==> src/rtl/parity_engine_ctrl.sv <==
// Round-robin arbiter sharing one parity engine across streaming requesters.
// Optional stall timeout: define PARITY_CTRL_TIMEOUT_EN.
module parity_engine_ctrl #(
  parameter int DATA_WIDTH = 256,
  parameter int NUM_REQ    = 2,
  parameter int ENG_LAT    = 1,
  parameter int TIMEOUT    = 16
) (
  input  logic                            clk,
  input  logic                            rst,
  input  logic [NUM_REQ-1:0]              in_valid,
  input  logic [NUM_REQ-1:0]              in_last,
  input  logic [NUM_REQ*DATA_WIDTH-1:0]   in_data,
  output logic [NUM_REQ-1:0]              in_ready,
  output logic                            eng_enable,
  output logic [DATA_WIDTH-1:0]           eng_data,
  input  logic [DATA_WIDTH-1:0]           eng_result,
  output logic                            res_valid,
  input  logic                            res_ready,
  output logic [DATA_WIDTH-1:0]           res_data,
  output logic [$clog2(NUM_REQ)-1:0]      res_id,
  output logic                            res_err
);

  localparam int IW = $clog2(NUM_REQ);

  localparam logic [1:0] IDLE   = 2'd0;
  localparam logic [1:0] STREAM = 2'd1;
  localparam logic [1:0] DRAIN  = 2'd2;
  localparam logic [1:0] RESULT = 2'd3;

  logic [1:0]            state;
  logic [1:0]            state_n;
  logic [IW-1:0]         gnt;
  logic [IW-1:0]         ptr;
  logic [IW-1:0]         nxt;
  logic                  any;
  int                    idx;
  logic [DATA_WIDTH-1:0] acc;
  logic                  do_grant;
  logic                  accept;
  logic                  last_acc;
  logic                  emerge;
  logic                  pending;
  logic                  timeout_hit;

  // First requester at or after ptr; reverse scan keeps the nearest one.
  always_comb begin
    any = 1'b0;
    nxt = '0;
    idx = 0;
    for (int k = NUM_REQ - 1; k >= 0; k--) begin
      idx = (int'(ptr) + k) % NUM_REQ;
      if (in_valid[IW'(idx)]) begin
        any = 1'b1;
        nxt = IW'(idx);
      end
    end
  end

  assign do_grant = (state == IDLE) && res_ready && any;
  assign accept   = (state == STREAM) && res_ready && in_valid[gnt];
  assign last_acc = accept && in_last[gnt];

  always_comb begin
    in_ready = '0;
    if (state == STREAM && res_ready)
      in_ready = NUM_REQ'(1) << gnt;
  end

  assign eng_enable = accept;
  assign eng_data   = accept
                    ? in_data[int'(gnt)*DATA_WIDTH +: DATA_WIDTH]
                    : '0;

  generate
    if (ENG_LAT == 0) begin : g_lat0
      assign emerge  = accept;
      assign pending = 1'b0;
    end else begin : g_lat
      localparam logic [ENG_LAT-1:0] TOP = 1 << (ENG_LAT - 1);
      logic [ENG_LAT-1:0] tags;

      always_ff @(posedge clk) begin
        if (rst)
          tags <= '0;
        else
          tags <= (tags << 1) | ENG_LAT'(accept);
      end

      assign emerge  = tags[ENG_LAT-1];
      // The emerging tag is absorbed this cycle, so it no longer counts.
      assign pending = |(tags & ~TOP);
    end
  endgenerate

`ifdef PARITY_CTRL_TIMEOUT_EN
  localparam int CW = $clog2(TIMEOUT + 1);
  logic [CW-1:0] idle_cnt;
  logic          err;

  always_ff @(posedge clk) begin
    if (rst)
      idle_cnt <= '0;
    else if (state != STREAM || in_valid[gnt])
      idle_cnt <= '0;
    else
      idle_cnt <= idle_cnt + 1'b1;
  end

  assign timeout_hit = (state == STREAM) && !in_valid[gnt]
                     && (idle_cnt == CW'(TIMEOUT - 1));

  always_ff @(posedge clk) begin
    if (rst)
      err <= 1'b0;
    else if (do_grant)
      err <= 1'b0;
    else if (timeout_hit)
      err <= 1'b1;
  end

  assign res_err = err;
`else
  logic unused_timeout;
  assign unused_timeout = ^TIMEOUT;
  assign timeout_hit    = 1'b0;
  assign res_err        = 1'b0;
`endif

  always_comb begin
    state_n = state;
    unique case (state)
      IDLE: begin
        if (do_grant)
          state_n = STREAM;
      end
      STREAM: begin
        if (last_acc)
          state_n = (ENG_LAT == 0) ? RESULT : DRAIN;
        else if (timeout_hit)
          state_n = DRAIN;
      end
      DRAIN: begin
        if (!pending)
          state_n = RESULT;
      end
      RESULT: begin
        if (res_ready)
          state_n = IDLE;
      end
      default: state_n = IDLE;
    endcase
  end

  always_ff @(posedge clk) begin
    if (rst) begin
      state <= IDLE;
      gnt   <= '0;
      ptr   <= '0;
      acc   <= '0;
    end else begin
      state <= state_n;
      if (do_grant) begin
        gnt <= nxt;
        acc <= '0;
      end else if (emerge) begin
        acc <= acc ^ eng_result;
      end
      if (state == RESULT && res_ready)
        ptr <= (int'(gnt) == NUM_REQ - 1) ? '0 : gnt + 1'b1;
    end
  end

  assign res_valid = (state == RESULT);
  assign res_data  = acc;
  assign res_id    = gnt;

endmodule

==> config.mk <==
export PLATFORM = sky130hd
export DESIGN_NAME = parity_engine_ctrl
export DESIGN_NICKNAME = d
export VERILOG_FILES = /design/src/rtl/parity_engine_ctrl.sv
export SDC_FILE = /design/constraint.sdc
export NUM_CORES = 1
export LEC_CHECK = 0
export ABC_AREA = 1
export BUFFER_PORTS_ARGS = -buffer_cell sky130_fd_sc_hd__buf_2
export CAP_MARGIN = 20
export CELL_PAD_IN_SITES_DETAIL_PLACEMENT = 0
export CELL_PAD_IN_SITES_GLOBAL_PLACEMENT = 1
export CORE_AREA = 2 2 500 502
export CTS_BUF_LIST = sky130_fd_sc_hd__clkbuf_16
export CTS_CLUSTER_SIZE = 12
export DETAILED_ROUTE_END_ITERATION = 16
export DIE_AREA = 0 0 502 504
export GPL_TIMING_DRIVEN = 0
export PLACE_DENSITY_LB_ADDON = 0.1
export SLEW_MARGIN = 0
export SYNTH_ARGS = -nofsm -noshare
export SYNTH_HDL_FRONTEND = slang
export SYNTH_SLANG_ARGS = --single-unit
==> constraint.sdc <==
create_clock -name clk -period 4.3 [get_ports clk]
set_clock_uncertainty 0.15 [all_clocks]
set_input_delay 0.215 -clock clk [delete_from_list [all_inputs] [get_ports clk]]
set_output_delay 0.215 -clock clk [all_outputs]
set_load 0.005 [all_outputs]
==> metrics.md, run 1 <==
| Metric | Value |
|---|---|
| RSZ-0062 raised after global routing | `no` |
| Register-to-Register Path Depth | `7` |
| Grt ovf | `0` |
| Seq/Total Area, Yosys | `about a third` |
| VDD IR max | `~220 uV` |
| Syn_area_per_cell | `6.784 um^2` |
| Final Util | `12.03%` |
| Count of yosys warnings during synthesis | `0` |
| Placement Cell Area | `0.02582 mm^2` |
| Die area | `0.2530 mm^2` |
| Crit-path slowest cell | `a21oi_2` |
| Worst-path clk slew | `0.05 ns` |
| Nets | `roughly 4600` |
| Max-slew headroom | `45.26%` |
| H-tree lvl count | `2` |
| Gate Count Post-Synth | `2237` |
| Port Buf Inserts | `1291` |
| First drt pass iteration count | `5` |
| Least-Margin Pin Slew | `0.8211 ns` |
| Final setup TNS | `0 ns` |
| Final Non-Filler Cells | `approximately 7200` |
| CP Data Required Time | `3.93 ns` |
| Post-CTS sizing | `0` |
| Design Area, Final | `0.02978 mm^2` |
| # rows | `183` |
| Hold slack | `0.09252 ns` |
| Overall Global Routing Usage | `13.41%` |
| Buf/Inv on CP | `5` |
| Hold crit path type | `in2reg` |
| Initial antenna violation count | `157` |
| Post-synth cell types | `21` |
| Critical path class | `reg2out` |
| FF-to-FF End | `res_data[107]$_SDFFE_PP0P_` |
| Core ar. | `0.2475 mm^2` |
| Hold-fix buffers, CTS | `261` |
| Inst Count DP | `6859` |
| Number of DRC markers in iteration 0 | `1070` |
| Number of vias per cell | `2.953` |
| Total CTS buffers | `~40` |
| Static leakage | `12.64 nW` |
| Hold Path Depth | `7` |
| Synth top area share | `34.43%` |
| PwrDens | `294.7 mW/mm^2` |
| WL/cell | `24.44 um` |
| Pin count of the biggest net entering global routing | `11` |
| CTS tree | `done` |
| Largest delay share family, worst path | `buffers and inverters` |
| Critical path startpoint category | `flip-flop` |
| Antenna Nets Post-Route | `0` |
| Number of synthesized register bits | `approximately 260` |
| Worst stage delay on the critical path | `0.46 ns` |
| Net Count, Synth | `3016` |
| Die X | `~500 um` |
| Endpoint type of the worst setup path | `output pin` |
| Period utilization | `81.20%` |
| R2R Setup Slk | `between 1.5 and 2 ns` |
| Hold_sp | `in_valid[1]` |
| Vias in the first global route | `21520` |
| Total number of vias | `about 21000` |
| FILL cells | `29230` |
| Outcome | `finished clean` |
| Share of layout cells above drive strength 1 | `43.98%` |
| Cell breakdown of the critical path | `buf_4, inv_2, buf_2, buf_2, nand2_1, a21oi_2, buf_2` |
| Hold Fails Final Rpt | `0` |
| Fin crit period | `about 3.5 ns` |
| Initial core utilization | `under 10%` |
| Maxcap violations | `0` |
| Footprint of the multi-input gates | `0.009021 mm^2` |
| Slew Viols, Final | `0` |
| Final setup vio count | `0` |
| Layout area overhead | `96.25%` |
| DRC | `0` |
| Endpoint, Worst Hold | `state[0]$_SDFFE_PP0P_` |
| First-pass GRT wire length | `222.8 mm` |
| Post-Syn Area | `0.01518 mm^2` |
| Cell taking the most area after synthesis | `dfxtp_1` |
| Deepest clock path buffer count | `3` |
| Final wirelength | `176.7 mm` |
| WP data arrival | `3.13 ns` |
| Clock Latency Late Sink | `around 0.60 ns` |
| Die Y | `504 um` |
| Final Wtd Congestion | `0.9202` |
| Clock root buffer | `clkbuf_16` |
| Synth area leaders | `dfxtp_1, nand2_1, a21oi_2, or2_0, a21oi_1` |
| Critical-path maximum fanout | `10` |
| Worst R2R Start | `state[0]$_SDFFE_PP0P_` |
| Maximum clock frequency | `286.4 MHz` |
| Most used cell, CP | `buf_2` |
| FF+latch area | `0.005225 mm^2` |
| Dpl hpwl | `between 150 and 200 mm` |
| Post-CTS setup buffer count | `0` |
| Sink Count | `261` |
| Boundary Pins | `1293` |
[layout make-up]
type | count | share of cell area [%]
Timing Repair Buffer | 1553 | 30.52
Multi-Input combinational cell | 1826 | 30.29
Sequential cell | 261 | 17.54
Tap cell | 3330 | 13.99
Clock buffer | 41 | 3.445
Buffer | 142 | 3.021
Clock inverter | 30 | 0.7562
Antenna cell | 40 | 0.3361
Inverter | 8 | 0.1008
[per-layer routing]
| layer | track usage, % | vias up | routed length, um |
|---|---|---|---|
| met3 | 5.578 | 291 | 16930 |
| li1 | - | 10420 | - |
| met2 | 21.83 | 950 | 79610 |
| met5 | 0 | - | 517 |
| met4 | 2.144 | 84 | 3590 |
| met1 | 16.60 | 9612 | 76060 |
[metrics by stage]
step | total power, mW | worst slack (ns)
after global routing | 9.415 | 0.7331
after floorplan | 3.792 | 2.673
final | 8.776 | 0.8083
after detailed placement | 5.314 | 1.485
after CTS | 9.159 | 0.7706
after global placement | 5.322 | 1.494
[placed cells by master, fill, tap and decap left out, drive strengths merged]
cell and count:
a21oi 516, a22oi 1, a311oi 1, buf 1405, bufinv 3, clkbuf 70
clkinv 11, clkinvlp 4, conb 1, dfxtp 261, diode 40, dlygate4sd3 261
ha 4, inv 20, nand2 1034, nand3 4, nor2 8, o21ai 1
or2 256
[power by group]
part | internal (mW) | total (mW) | switching, mW | leakage (nW)
clock network | 1.91 | 3.39 | 1.49 | 0.638
logic | 1.00 | 2.82 | 1.82 | 9.89
registers | 2.50 | 2.56 | 0.0577 | 2.10
total | 5.41 | 8.78 | 3.36 | 12.6
[sequential cells by signal (all words and copies together), names as in the netlist]
signal    flops
res_id        1
res_data    256
ptr           1
state         2
emerge        1
[tightest hold or removal path, stage by stage]
cell	delay [ns]
buf_2	0.07
inv_1	0.03
nand2_1	0.08
nand3_1	0.09
nand2_1	0.14
a21oi_1	0.08
nor2_1	0.09
[cell families after synthesis]
logic type,share of synthesized area (%)
buffers and inverters,6.126
flip-flops,34.43
adder cells (fa/ha/maj),0.3298
AND/OR/NAND/NOR,36.49
other,0.02471
AO/OA/AOI/OAI,22.60
[Yosys cell counts]
cell and count:
o21ai_0 1, buf_4 30, inv_1 7, conb_1 1, ha_1 4, nor2_1 7
buf_2 59, nand3_1 4, or2_2 16, buf_6 24, nand2_2 1, a21oi_2 220
nor2_2 1, a22oi_1 1, a21oi_1 296, clkbuf_1 29, nand2_1 1033, dfxtp_1 261
inv_2 1, or2_0 240, a311oi_1 1
[how the worst max path moves through the flow]
stage               slack [ns]                   from  depth (start not counted)            end
floorplan                 2.67  state[1]$_SDFFE_PP0P_                          8  eng_data[227]
global placement          1.49    res_id$_SDFFE_PP0P_                          6   eng_data[26]
detailed placement        1.49    res_id$_SDFFE_PP0P_                          7   eng_data[28]
CTS                       0.77    res_id$_SDFFE_PP0P_                          7   eng_data[28]
global route              0.73    res_id$_SDFFE_PP0P_                          6   eng_data[26]
finish                    0.81    res_id$_SDFFE_PP0P_                          7   eng_data[32]
(Power assumes the default switching activity.)
==> run 2, diff against run 1 <==
--- a/config.mk
+++ b/config.mk
@@ -10,11 +10,11 @@
 export CAP_MARGIN = 20
 export CELL_PAD_IN_SITES_DETAIL_PLACEMENT = 0
 export CELL_PAD_IN_SITES_GLOBAL_PLACEMENT = 1
-export CORE_AREA = 2 2 500 502
+export CORE_AREA = 2 2 504 506
 export CTS_BUF_LIST = sky130_fd_sc_hd__clkbuf_16
 export CTS_CLUSTER_SIZE = 12
 export DETAILED_ROUTE_END_ITERATION = 16
-export DIE_AREA = 0 0 502 504
+export DIE_AREA = 0 0 506 508
 export GPL_TIMING_DRIVEN = 0
 export PLACE_DENSITY_LB_ADDON = 0.1
 export SLEW_MARGIN = 0
==> constraint.sdc (replaced) <==
create_clock -name clk -period 3.5 [get_ports clk]
set_clock_uncertainty 0.15 [all_clocks]
set_input_delay 0.175 -clock clk [delete_from_list [all_inputs] [get_ports clk]]
set_output_delay 0.175 -clock clk [all_outputs]
set_load 0.005 [all_outputs]
==> metrics.md, run 2 (synthesized netlist as in run 1, its figures left out) <==
| Metric | Value |
|---|---|
| Critical path class | `reg2out` |
| Nets | `4611` |
| Initial antenna violation count | `160` |
| Grt ovf | `0` |
| Final Non-Filler Cells | `around 7300` |
| Overall Global Routing Usage | `13.70%` |
| RSZ-0062 raised after global routing | `no` |
| Largest delay share family, worst path | `buffers and inverters` |
| Die X | `a little over 500 um` |
| Dpl hpwl | `163.1 mm` |
| Final Wtd Congestion | `0.9007` |
| Crit-path slowest cell | `clkbuf_1` |
| # rows | `185` |
| Initial core utilization | `6.015%` |
| Hold Path Depth | `5` |
| Final Worst Setup Slack | `0.1280 ns` |
| DRC | `0` |
| Total number of vias | `around 22000` |
| Pin count of the biggest net entering global routing | `11` |
| Final wirelength | `184.3 mm` |
| CTS tree | `done` |
| Critical path startpoint category | `flip-flop` |
| Commonest non-fill, non-tap cell in the layout | `buf_2` |
| FF-to-FF End | `state[1]$_SDFFE_PP0P_` |
| Final setup vio count | `0` |
| Fin crit period | `3.372 ns` |
| Inst Count DP | `6894` |
| Total power | `roughly 11 mW` |
| Total CTS buffers | `40` |
| Slew Viols, Final | `0` |
| Number of DRC markers in iteration 0 | `1006` |
| Outcome | `finished clean` |
| Vias in the first global route | `21600` |
| WL met2 | `~88 mm` |
| Most frequent cells in the layout | `buf_2, nand2_1, a21oi_1` |
| Die area | `0.2570 mm^2` |
| CP Data Required Time | `3.17 ns` |
| Hold crit path type | `in2reg` |
| Hold slack | `~0.23 ns` |
| Port Buf Inserts | `1291` |
| Final Util | `11.81%` |
| Share of layout cells above drive strength 1 | `a little over two fifths` |
| Clock root buffer | `clkbuf_16` |
| Static leakage | `12.64 nW` |
| Least-Margin Pin Slew | `0.9004 ns` |
| Period utilization | `96.34%` |
| First-pass GRT wire length | `230.8 mm` |
| Hold Fails Final Rpt | `0` |
| Antenna Nets Post-Route | `0` |
| Most used cell, CP | `buf_4` |
| WL met3 | `16.13 mm` |
| First drt pass iteration count | `5` |
| Die Y | `508 um` |
| WL/cell | `between 20 and 30 um` |
| Design Area, Final | `around 0.030 mm^2` |
| Layout area overhead | `96.32%` |
| PwrDens | `360.0 mW/mm^2` |
| Worst slack, placed | `0.6090 ns` |
| Cell breakdown of the critical path | `buf_4, buf_4, clkbuf_1, nand2_1, a21oi_2, buf_2` |
| VDD IR max | `266.2 uV` |
| H-tree lvl count | `2` |
| R2R Setup Slk | `0.71 ns` |
| Critical-path maximum fanout | `10` |
| Boundary Pins | `1293` |
| WP data arrival | `3.05 ns` |
| Buf/Inv on CP | `4` |
| Final setup TNS | `0 ns` |
| Placement Cell Area | `0.02585 mm^2` |
| DR top layer | `met5` |
| Max-slew headroom | `39.98%` |
| Endpoint type of the worst setup path | `output pin` |
| Hold_sp | `eng_result[30]` |
| Met1 wire length | `75.54 mm` |
| Sink Count | `261` |
| Worst-path clk slew | `0.06 ns` |
| Worst R2R Start | `res_id$_SDFFE_PP0P_` |
| Maximum clock frequency | `296.6 MHz` |
| Core ar. | `0.2523 mm^2` |
| CP Launch Point | `res_id$_SDFFE_PP0P_` |
| Number of vias per cell | `about 3` |
| Register-to-Register Path Depth | `10` |
| Maxcap violations | `0` |
| Clock Latency Late Sink | `0.60 ns` |
| Number of flip-flops in the largest register | `256` |
| Worst stage delay on the critical path | `0.56 ns` |
| Endpoint, Worst Hold | `res_data[30]$_SDFFE_PP0P_` |
| Deepest clock path buffer count | `3` |
## run 2: power breakdown
group          internal [mW]  total, mW  leakage (nW)  switching, mW
Clock                   2.19       3.97         0.647           1.78
Sequential              3.08       3.15          2.10         0.0733
Combinational           1.23       3.61          9.89           2.37
Total                   6.50       10.7          12.6           4.23
## run 2: layout make-up
class / instances / area [um^2]
Tap cell: 3366 / 4212
Buffer: 142 / 903.4
Fill cell: 29880 / 222500
Timing Repair Buffer: 1553 / 9084
Antenna cell: 50 / 125.1
Clock inverter: 31 / 167.7
Sequential cell: 261 / 5225
Inverter: 8 / 30.03
Clock buffer: 41 / 1026
Multi-Input combinational cell: 1826 / 9021
## run 2: repair_timing
item	CTS	global route
resized for setup	1	2
setup endpoints to repair	5	4
buffers inserted	0	0
cloned	0	0
hold buffers	262	0
endpoints found under the hold margin	261	0
## run 2: worst max-delay path by stage
stage	end	slack [ns]	cells past startpoint
2_1_floorplan	eng_data[227]	1.91	8
3_3_place_gp	res_data[84]$_SDFFE_PP0P_	0.60	7
3_5_place_dp	eng_data[29]	0.61	7
4_1_cts	eng_data[29]	0.0006	6
5_1_grt	eng_data[29]	0.01	8
6_report	eng_data[60]	0.13	6
## run 2: layer usage
| layer | vias up | global-route usage [%] |
|---|---|---|
| met5 | - | 0 |
| met2 | 905 | 23.60 |
| met1 | 9848 | 16.07 |
| met3 | 281 | 5.336 |
| met4 | 82 | 2.566 |
| li1 | 10430 | - |
## run 2: tightest hold or removal path: stages
cell	delay, ns
dlygate4sd3_1	0.52
buf_2	0.09
nand2_1	0.05
nand2_1	0.05
a21oi_1	0.05
